[config.mk]
export PLATFORM = sky130hd
export DESIGN_NAME = pipe_hazard_ctrl
export DESIGN_NICKNAME = d
export VERILOG_FILES = /design/src/rtl/pipe_hazard_ctrl.sv
export SDC_FILE = /design/constraint.sdc
export NUM_CORES = 1
export LEC_CHECK = 0
export CAP_MARGIN = 0
export CORE_MARGIN = 2
export CORE_UTILIZATION = 48
export DETAILED_ROUTE_END_ITERATION = 12
export PLACE_DENSITY = 0.85
export SYNTH_ARGS = -nofsm -noshare
export SYNTH_HDL_FRONTEND = slang
export SYNTH_SLANG_ARGS = --single-unit
[constraint.sdc]
create_clock -name clk -period 3.85 [get_ports clk]
set_input_delay 0.77 -clock clk [delete_from_list [all_inputs] [get_ports clk]]
set_output_delay 0.77 -clock clk [all_outputs]
set_load 0.005 [all_outputs]
[src/rtl/pipe_hazard_ctrl.sv]
// pipe_hazard_ctrl
// ----------------
// Hazard / sequencing controller for a 5-stage RV32I pipeline.
// Every cycle it decides which pipeline registers hold, which ones load a
// NOP, and whether MEM/WB takes a bubble.
//
// Hazard sources, in RUN priority order:
//   data-memory freeze, ECALL/EBREAK halt, EX redirect, load-use.
// A data-memory wait is bounded by TIMEOUT. When the wait expires, the
// pipeline is released and a sticky bus_err flag is raised.
//
// Ports
//   clk, reset                     clock (rising edge); async active-high reset
//   id_valid, id_rs1/2, id_use_*   instruction currently in ID
//   ex_mem_read, ex_rd             load in EX and its destination register
//   ex_redirect, ex_halt           taken branch/jump; ECALL/EBREAK, both in EX
//   mem_req, mem_ready             MEM-stage data access and its completion
//   *_hold                         stage register keeps its value
//   if_id_flush, id_ex_flush       stage register loads a NOP
//   mem_wb_bubble                  MEM/WB register loads a NOP
//   halted, bus_err                core stopped; sticky memory-timeout flag
//   stall_cnt, flush_cnt           cycles with pc_hold=1; redirect events
//
// Handshake: mem_req is a level. A request with mem_ready low freezes the
// pipeline. The access completes in the first cycle that mem_ready is high,
// or it is forced to complete after TIMEOUT frozen cycles.
//
// The FSM state is held in state_q (type state_e).

module pipe_hazard_ctrl #(
  parameter int TIMEOUT = 16,
  parameter int DRAIN   = 2
) (
  input  logic        clk,
  input  logic        reset,
  input  logic        id_valid,
  input  logic [4:0]  id_rs1,
  input  logic [4:0]  id_rs2,
  input  logic        id_use_rs1,
  input  logic        id_use_rs2,
  input  logic        ex_mem_read,
  input  logic [4:0]  ex_rd,
  input  logic        ex_redirect,
  input  logic        ex_halt,
  input  logic        mem_req,
  input  logic        mem_ready,
  output logic        pc_hold,
  output logic        if_id_hold,
  output logic        id_ex_hold,
  output logic        ex_mem_hold,
  output logic        if_id_flush,
  output logic        id_ex_flush,
  output logic        mem_wb_bubble,
  output logic        halted,
  output logic        bus_err,
  output logic [31:0] stall_cnt,
  output logic [31:0] flush_cnt
);

  localparam int WW = $clog2(TIMEOUT + 1);
  localparam int DW = (DRAIN > 1) ? $clog2(DRAIN) : 1;

  typedef enum logic [1:0] {
    ST_RUN      = 2'd0,
    ST_MEM_WAIT = 2'd1,
    ST_DRAIN    = 2'd2,
    ST_HALTED   = 2'd3
  } state_e;

  state_e          state_q, state_d;
  logic [WW-1:0]   wait_cnt_q, wait_cnt_d;
  logic [DW-1:0]   drain_cnt_q, drain_cnt_d;
  logic            bus_err_q, bus_err_d;
  logic [31:0]     stall_cnt_q, stall_cnt_d;
  logic [31:0]     flush_cnt_q, flush_cnt_d;

  logic            freeze;
  logic            lu;
  logic            resolve;      // cycle evaluates halt/redirect/load-use
  logic            timeout_rel;  // release forced by an expired memory wait
  logic            redirect_evt;

  assign freeze = mem_req & ~mem_ready;

  assign lu = id_valid & ex_mem_read & (ex_rd != 5'd0) &
              ((id_use_rs1 & (id_rs1 == ex_rd)) |
               (id_use_rs2 & (id_rs2 == ex_rd)));

  always_comb begin
    state_d       = state_q;
    wait_cnt_d    = wait_cnt_q;
    drain_cnt_d   = drain_cnt_q;
    bus_err_d     = bus_err_q;
    pc_hold       = 1'b0;
    if_id_hold    = 1'b0;
    id_ex_hold    = 1'b0;
    ex_mem_hold   = 1'b0;
    if_id_flush   = 1'b0;
    id_ex_flush   = 1'b0;
    mem_wb_bubble = 1'b0;
    halted        = 1'b0;
    resolve       = 1'b0;
    timeout_rel   = 1'b0;
    redirect_evt  = 1'b0;

    case (state_q)
      ST_RUN: begin
        if (freeze) begin
          pc_hold       = 1'b1;
          if_id_hold    = 1'b1;
          id_ex_hold    = 1'b1;
          ex_mem_hold   = 1'b1;
          mem_wb_bubble = 1'b1;
          state_d       = ST_MEM_WAIT;
          wait_cnt_d    = WW'(1);
        end else begin
          resolve = 1'b1;
        end
      end

      ST_MEM_WAIT: begin
        if (mem_ready) begin
          resolve = 1'b1;
          state_d = ST_RUN;
        end else if (wait_cnt_q == WW'(TIMEOUT)) begin
          // A forced release always returns to RUN, even if a halt is in EX.
          resolve     = 1'b1;
          timeout_rel = 1'b1;
          bus_err_d   = 1'b1;
          state_d     = ST_RUN;
        end else begin
          pc_hold       = 1'b1;
          if_id_hold    = 1'b1;
          id_ex_hold    = 1'b1;
          ex_mem_hold   = 1'b1;
          mem_wb_bubble = 1'b1;
          wait_cnt_d    = wait_cnt_q + WW'(1);
        end
      end

      ST_DRAIN: begin
        // The front end stays empty. The older instructions in EX/MEM and
        // MEM/WB keep retiring.
        pc_hold     = 1'b1;
        if_id_flush = 1'b1;
        id_ex_flush = 1'b1;
        if (freeze) begin
          ex_mem_hold   = 1'b1;
          mem_wb_bubble = 1'b1;
        end else if (drain_cnt_q == DW'(DRAIN - 1)) begin
          state_d = ST_HALTED;
        end else begin
          drain_cnt_d = drain_cnt_q + DW'(1);
        end
      end

      ST_HALTED: begin
        halted      = 1'b1;
        pc_hold     = 1'b1;
        if_id_hold  = 1'b1;
        id_ex_hold  = 1'b1;
        ex_mem_hold = 1'b1;
      end

      default: state_d = ST_RUN;
    endcase

    // The RUN priority list, also used on a release cycle out of MEM_WAIT.
    if (resolve) begin
      if (ex_halt) begin
        if_id_flush = 1'b1;
        id_ex_flush = 1'b1;
        if (!timeout_rel) begin
          state_d     = ST_DRAIN;
          drain_cnt_d = '0;
        end
      end else if (ex_redirect) begin
        if_id_flush  = 1'b1;
        id_ex_flush  = 1'b1;
        redirect_evt = 1'b1;
      end else if (lu) begin
        pc_hold     = 1'b1;
        if_id_hold  = 1'b1;
        id_ex_flush = 1'b1;
      end
    end

    stall_cnt_d = stall_cnt_q + {31'd0, pc_hold};
    flush_cnt_d = flush_cnt_q + {31'd0, redirect_evt};

    // While reset is high, the stage registers are cleared rather than held.
    if (reset) begin
      pc_hold       = 1'b0;
      if_id_hold    = 1'b0;
      id_ex_hold    = 1'b0;
      ex_mem_hold   = 1'b0;
      if_id_flush   = 1'b1;
      id_ex_flush   = 1'b1;
      mem_wb_bubble = 1'b1;
      halted        = 1'b0;
    end
  end

  always_ff @(posedge clk or posedge reset) begin
    if (reset) begin
      state_q     <= ST_RUN;
      wait_cnt_q  <= '0;
      drain_cnt_q <= '0;
      bus_err_q   <= 1'b0;
      stall_cnt_q <= '0;
      flush_cnt_q <= '0;
    end else begin
      state_q     <= state_d;
      wait_cnt_q  <= wait_cnt_d;
      drain_cnt_q <= drain_cnt_d;
      bus_err_q   <= bus_err_d;
      stall_cnt_q <= stall_cnt_d;
      flush_cnt_q <= flush_cnt_d;
    end
  end

  assign bus_err   = bus_err_q;
  assign stall_cnt = stall_cnt_q;
  assign flush_cnt = flush_cnt_q;

endmodule
==> results of run 1 <==
[cells by family (layout without fill, tap and decap cells)]
kind of cell    count (synthesis)  in the layout
simple gates                  128            128
xor+xnor                       73             73
flops                          73             73
compound gates                 19             19
buf+inv                         7            119
fa+ha+maj                       6              6
[cell type report]
class	count	area, um2
fill	536	2364
inverter	5	18.77
multi-input combinational	226	1658
tap	99	123.9
timing repair buffer	98	978.4
sequential	73	1827
clock buffer	12	155.1
clock inverter	4	51.30
[report_power, final]
part,leakage [nW],internal (mW),switching (mW)
registers,0.986,0.826,0.0707
logic,1.01,0.166,0.112
clock network,0.103,0.335,0.285
[critical path, delay by kind of cell]
kind | cells | cell delay (ns)
compound gates | 4 | 0.61
buf+inv | 2 | 1.12
simple gates | 1 | 0.24
[registers in the layout (all words and copies together), names as in the netlist]
signal       cells
drain_cnt_q      1
flush_cnt       32
bus_err          1
wait_cnt_q       5
stall_cnt       32
state_q          2
[per-layer routing]
layer  global-route usage [%]  wire length [um]
met5                        0                 0
met4                    7.870               128
met3                    7.202               457
met2                    32.95              3825
met1                    25.62              3176
[Yosys cell counts (3+ instances only)]
cell type | number | area (um2)
sky130_fd_sc_hd__nand2_1 | 29 | 108.9
sky130_fd_sc_hd__and4_4 | 3 | 33.78
sky130_fd_sc_hd__nor3_4 | 3 | 48.80
sky130_fd_sc_hd__nor3_2 | 3 | 30.03
sky130_fd_sc_hd__nor2_1 | 15 | 56.30
sky130_fd_sc_hd__nand3_1 | 27 | 135.1
sky130_fd_sc_hd__xor2_1 | 14 | 122.6
sky130_fd_sc_hd__a21oi_1 | 8 | 40.04
sky130_fd_sc_hd__nand4_1 | 12 | 75.07
sky130_fd_sc_hd__inv_1 | 5 | 18.77
sky130_fd_sc_hd__dfrtp_1 | 73 | 1827
sky130_fd_sc_hd__nand4_4 | 3 | 63.81
sky130_fd_sc_hd__and4_1 | 5 | 43.79
sky130_fd_sc_hd__and3_1 | 10 | 62.56
sky130_fd_sc_hd__xnor2_1 | 59 | 516.8
sky130_fd_sc_hd__ha_1 | 6 | 75.07
[path summary, 6_finish.rpt]
path                                             end  cells past startpoint
max in group asynchronous     flush_cnt[7]$_DFF_PP0_                      3
max                                      id_ex_flush                      7
max reg2reg                  flush_cnt[30]$_DFF_PP0_                     12
min                          stall_cnt[31]$_DFF_PP0_                      1
min reg2reg                  stall_cnt[31]$_DFF_PP0_                      1
min in group asynchronous  wait_cnt_q[4]$_DFFE_PP0P_                      3
==> metrics.txt, run 1 <==
DIE AREA 8017 um2; area of the core region 7176 um2; Clock Tree Root sky130_fd_sc_hd__clkbuf_8; Worst slew margin 39.38%; number of global-route vias before repair 2657; Final Max Slew Viols 0; kind of critical path in2out; number of buffers created by CTS 9; CTS resizes 0; max-capacitance violation count 0; most frequent standard cell in the layout excluding fill and tap cells sky130_fd_sc_hd__clkdlybuf4s50_1; Gate Count Post-Synth 306; via/cell ratio 5.188; clock slew at reported path FFs 0.07 ns; estimated wirelength of the detail-placed design 5.616 mm; cells along the critical path clkdlybuf4s50_1 > o21bai_1 > a21oi_1 > or2_1 > o21ai_1 > a31o_1 > clkdlybuf4s50_1; leakage power 2.099 nW; number of enable-type register cells in the synthesized netlist 0; DR DRC count 0; Tot Pwr 1.794 mW; total via count in the routed design 2682; post-route cell area 4812 um2; number of nets in the layout 444; number of antenna diodes 0; DRT Wirelength 7.588 mm; fraction of the mapped netlist area in adder cells 2.138%; simple-gate share of the synthesized area 23.44%; Startpoint Class input pin; required time reported for the critical path endpoint 3.08 ns; fraction of the yosys area taken by sequential cells 52.01%; DIE HEIGHT 89.54 um; boundary pin count 98; worst setup slack before clock tree synthesis 0.2344 ns; min cycle time layout 3.529 ns; number of antenna violations at the first check in global routing 0; biggest cell delay along the critical path 0.61 ns; worst-case setup margin in the final layout 0.3209 ns; Iter 0 DRT Violations 101; power density relative to cell area 372.9 nW/um2; Setup Total Neg Slack 0 ns; all-layer global routing usage 20.59%; count of state elements after synthesis 73; Worst Max-Slew Pin Slew 0.9094 ns; Avg Inst Size Synth 11.48 um2; origin of the critical flop-to-flop path wait_cnt_q[0]$_DFFE_PP0P_; Synth Area in Compound Gates 3.420%; average detailed-routed wire length per instance 14.68 um; launch point of the worst path mem_ready; maximum number of pins on one net before global-route repair 74; worst voltage drop across the vdd grid 0.0002288 V; Critical Path AT 2.76 ns; Max Fclk 283.4 MHz; Initial Utilization 48.95%; final-report hold violation count 0; ratio of final minimum period to clock period 91.67%; Hold WS 0.4797 ns; share of flip-flops with an asynchronous set or reset after synthesis 100.0%; Crit. End Element primary output; synthesized-area fraction occupied by xor and xnor cells 18.20%; CP max stage cell sky130_fd_sc_hd__clkdlybuf4s50_1; post-synthesis mux area share 0%; antenna-violating nets left 0; number of rows created at floorplan 31; clock latency of the later-clocked register in the worst-skew pair 0.35 ns; most frequent cell on the critical path sky130_fd_sc_hd__clkdlybuf4s50_1; post-CTS setup buffer count 0; Inst Count DP 501; hold path start stall_cnt[31]$_DFF_PP0_; setup-violating endpoint count in the final report 0; largest family of logic cells by synthesized area simple AND/OR/NAND/NOR gates; total congestion overflow after global routing 0; Detailed Routing Iterations Pass 1 6; Max clock buf depth 2; CTS tree yes; dominant synthesized flop cell sky130_fd_sc_hd__dfrtp_1; result of the run completed; die width 89.54 um; share of the core filled with cells 67.06%; net count of the mapped netlist 337; commonest cells after routing, fill and taps aside sky130_fd_sc_hd__clkdlybuf4s50_1 (97), sky130_fd_sc_hd__dfrtp_1 (73), sky130_fd_sc_hd__xnor2_1 (59); Placement Cell Area 4606 um2; number of standard cells in the final layout excluding fillers 517; Post-Syn Area 3512 um2; Sinks on Clock Net 73; first-pass GRT wire length 12.54 mm; final estimated routing congestion in global placement 0.8698; area growth from synthesis to final layout 37.01%; synthesis warning total 0; largest fanout on the critical path 6; share of cells above drive strength 1 9.091%; register-to-register setup slack 0.87 ns; Netlist cell types 40; I/O Buffers 97; post-route clock skew 0.01276 ns; classification of the worst-slack hold path reg2reg; H-Tree Depth 3; hold_buf cts 0; unrepaired setup endpoints after global routing false
Power figures use the tool's default switching activity.
==> run 2, diff against run 1 <==
--- a/config.mk
+++ b/config.mk
@@ -5,7 +5,7 @@
 export SDC_FILE = /design/constraint.sdc
 export NUM_CORES = 1
 export LEC_CHECK = 0
-export CAP_MARGIN = 0
+export CAP_MARGIN = 20
 export CORE_MARGIN = 2
 export CORE_UTILIZATION = 48
 export DETAILED_ROUTE_END_ITERATION = 12
==> results of run 2 <==
Final layout, timing and power as in run 1 (identical DEF).
==> run 3, diff against run 2 <==
--- a/config.mk
+++ b/config.mk
@@ -7,9 +7,9 @@
 export LEC_CHECK = 0
 export CAP_MARGIN = 20
 export CORE_MARGIN = 2
-export CORE_UTILIZATION = 48
+export CORE_UTILIZATION = 43
 export DETAILED_ROUTE_END_ITERATION = 12
-export PLACE_DENSITY = 0.85
+export PLACE_DENSITY = 0.81
 export SYNTH_ARGS = -nofsm -noshare
 export SYNTH_HDL_FRONTEND = slang
 export SYNTH_SLANG_ARGS = --single-unit
==> constraint.sdc (replaced) <==
create_clock -name clk -period 3.2 [get_ports clk]
set_input_delay 0.64 -clock clk [delete_from_list [all_inputs] [get_ports clk]]
set_output_delay 0.64 -clock clk [all_outputs]
set_load 0.005 [all_outputs]
==> metrics.txt, run 3 (synthesis gave the netlist of run 1 again) <==
H-Tree Depth 3 (unchanged); Max clock buf depth 2 (unchanged); most frequent cell on the critical path sky130_fd_sc_hd__clkdlybuf4s50_1 (unchanged); die width 94.38 um (was 89.54 um); average detailed-routed wire length per instance 14.89 um (was 14.68 um); boundary pin count 98 (unchanged); DR DRC count 0 (unchanged); number of rows created at floorplan 32 (was 31); number of buffers created by CTS 9 (unchanged); Detailed Routing Iterations Pass 1 4 (was 6); estimated wirelength of the detail-placed design 5.875 mm (was 5.616 mm); worst reg2reg path depth 12 (unchanged); Critical Path AT 2.47 ns (was 2.76 ns); min cycle time layout 3.114 ns; final estimated routing congestion in global placement 0.8156 (was 0.8698); Sinks on Clock Net 73 (unchanged); max-capacitance violation count 0 (unchanged); reg2reg end flush_cnt[30]$_DFF_PP0_ (unchanged); number of global-route vias before repair 2817 (was 2657); CTS tree yes (unchanged); total congestion overflow after global routing 0 (unchanged); Worst Max-Slew Pin Slew 0.8996 ns (was 0.9094 ns); Inst Count DP 510 (was 501); clock slew at reported path FFs 0.08 ns (was 0.07 ns); count of cells along the worst hold path 1 (unchanged); Crit. End Element primary output (unchanged); first-pass GRT wire length 13.03 mm (was 12.54 mm); post-route cell area 4923 um2 (was 4812 um2); maximum number of pins on one net before global-route repair 74 (unchanged); Worst slew margin 40.02% (was 39.38%); Iter 0 DRT Violations 60 (was 101); number of standard cells in the final layout excluding fillers 528 (was 517); via/cell ratio 5.172 (was 5.188); number of antenna diodes 0 (unchanged); register-to-register setup slack 0.47 ns (was 0.87 ns); Startpoint Class input pin (unchanged); classification of the worst-slack hold path reg2reg (unchanged); required time reported for the critical path endpoint 2.56 ns (was 3.08 ns); number of antenna violations at the first check in global routing 0 (unchanged); share of the core filled with cells 63.06% (was 67.06%); CP max stage cell sky130_fd_sc_hd__clkdlybuf4s50_1 (unchanged); Final Max Slew Viols 0 (unchanged); ratio of final minimum period to clock period 97.31%; DIE AREA 8907 um2 (was 8017 um2); clock latency of the later-clocked register in the worst-skew pair 0.34 ns (was 0.35 ns); share of cells above drive strength 1 11.97% (was 9.091%); number of nets in the layout 452 (was 444); power density relative to cell area 454.7 nW/um2 (was 372.9 nW/um2); cells along the critical path clkdlybuf4s50_1 > or3_1 > o311a_1 > nand3_2 > o21bai_1 > clkdlybuf4s50_1 (was clkdlybuf4s50_1 > o21bai_1 > a21oi_1 > or2_1 > o21ai_1 > a31o_1 > clkdlybuf4s50_1); I/O Buffers 97 (unchanged); setup-violating endpoint count in the final report 0 (unchanged); area of the core region 7807 um2 (was 7176 um2); result of the run completed (unchanged); total via count in the routed design 2731 (was 2682); DRT Wirelength 7.861 mm (was 7.588 mm); Clock Tree Root sky130_fd_sc_hd__clkbuf_8 (unchanged); biggest cell delay along the critical path 0.47 ns (was 0.61 ns); antenna-violating nets left 0 (unchanged); worst hold endpoint stall_cnt[29]$_DFF_PP0_ (was stall_cnt[31]$_DFF_PP0_); final-report hold violation count 0 (unchanged); kind of critical path in2out (unchanged); DIE HEIGHT 94.38 um (was 89.54 um); area growth from synthesis to final layout 40.19% (was 37.01%); all-layer global routing usage 18.93% (was 20.59%); Initial Utilization 44.98% (was 48.95%); most frequent standard cell in the layout excluding fill and tap cells sky130_fd_sc_hd__clkdlybuf4s50_1 (unchanged); Max Fclk 321.1 MHz; commonest cells after routing, fill and taps aside sky130_fd_sc_hd__clkdlybuf4s50_1 (94), sky130_fd_sc_hd__dfrtp_1 (73), sky130_fd_sc_hd__xnor2_1 (59) (was sky130_fd_sc_hd__clkdlybuf4s50_1 (97), sky130_fd_sc_hd__dfrtp_1 (73), sky130_fd_sc_hd__xnor2_1 (59)); Tot Pwr 2.239 mW (was 1.794 mW); Placement Cell Area 4654 um2 (was 4606 um2); leakage power 2.184 nW (was 2.099 nW); post-route clock skew 0.01044 ns (was 0.01276 ns); origin of the critical flop-to-flop path wait_cnt_q[0]$_DFFE_PP0P_ (unchanged); hold path start stall_cnt[29]$_DFF_PP0_ (was stall_cnt[31]$_DFF_PP0_); largest fanout on the critical path 3 (was 6); worst voltage drop across the vdd grid 0.0002443 V (was 0.0002288 V)
run 3: cell count changes in the layout (fill, tap and decap cells not counted), sizes merged:
| cell | before | now |
|---|---|---|
| buf | 1 | 9 |
| clkdlybuf4s50 | 97 | 94 |
| dlymetal6s2s | 0 | 3 |
| bufinv | 1 | 2 |
| clkbuf | 12 | 11 |
| clkinv | 2 | 3 |
| clkinvlp | 1 | 0 |
run 3: worst max-delay path: cells and delay by family:
kind	cells	cell delay (ns)
buffers and inverters	2	0.92
and+or+nand+nor	2	0.50
AOI/OAI and AO/OA	2	0.41
run 3: area by class of cell:
| cell class | count | area [um2] |
|---|---|---|
| clock inverters | 5 | 78.83 |
| clock buffers | 11 | 141.4 |
| well taps | 102 | 127.6 |
| multi-input cells | 226 | 1684 |
| repair buffers | 106 | 1046 |
| flip-flops and latches | 73 | 1827 |
| fillers | 648 | 2884 |
| inverters | 5 | 18.77 |
run 3: metal layers:
metal  global-route usage (%)  part of all wire (%)  vias to the layer above
li1                         -                     -                     1295
met4                    6.522                   1.6                        0
met3                    5.986                   5.7                       10
met5                        0                     0                        -
met1                    22.83                    42                     1349
met2                    32.14                    51                       77
run 3: worst max path at each step:
stage | start | to | cells past startpoint
final | ex_rd[0] | if_id_hold | 6
after detailed placement | ex_rd[4] | stall_cnt[24]$_DFF_PP0_ | 12
after global placement | ex_rd[3] | stall_cnt[24]$_DFF_PP0_ | 12
after global routing | ex_rd[1] | pc_hold | 7
after CTS | ex_rd[4] | if_id_hold | 7
after floorplan | reset | if_id_hold | 3
run 3: report_power, final:
group | switching [mW] | internal, mW
sequential | 0.0789 | 0.993
clock | 0.346 | 0.460
combinational | 0.143 | 0.218
run 3: repair_timing:
item | 4_1_cts | 5_1_grt
endpoints found under the setup margin | 1 | 3
setup buffers | 0 | 2
gates resized for setup | 1 | 8
pin swaps | 0 | 6
hold buffers | 0 | 0
run 3: stage by stage:
stage	hold WS, ns	TNS [ns]	setup WS [ns]
2_1_floorplan	0.4663	0	0.08312
3_3_place_gp	0.4589	0	0.04856
3_5_place_dp	0.4824	-0.1850	-0.07001
4_1_cts	0.4934	0	0.01015
5_1_grt	0.5105	-0.005050	-0.003938
6_report	0.4880	0	0.08605
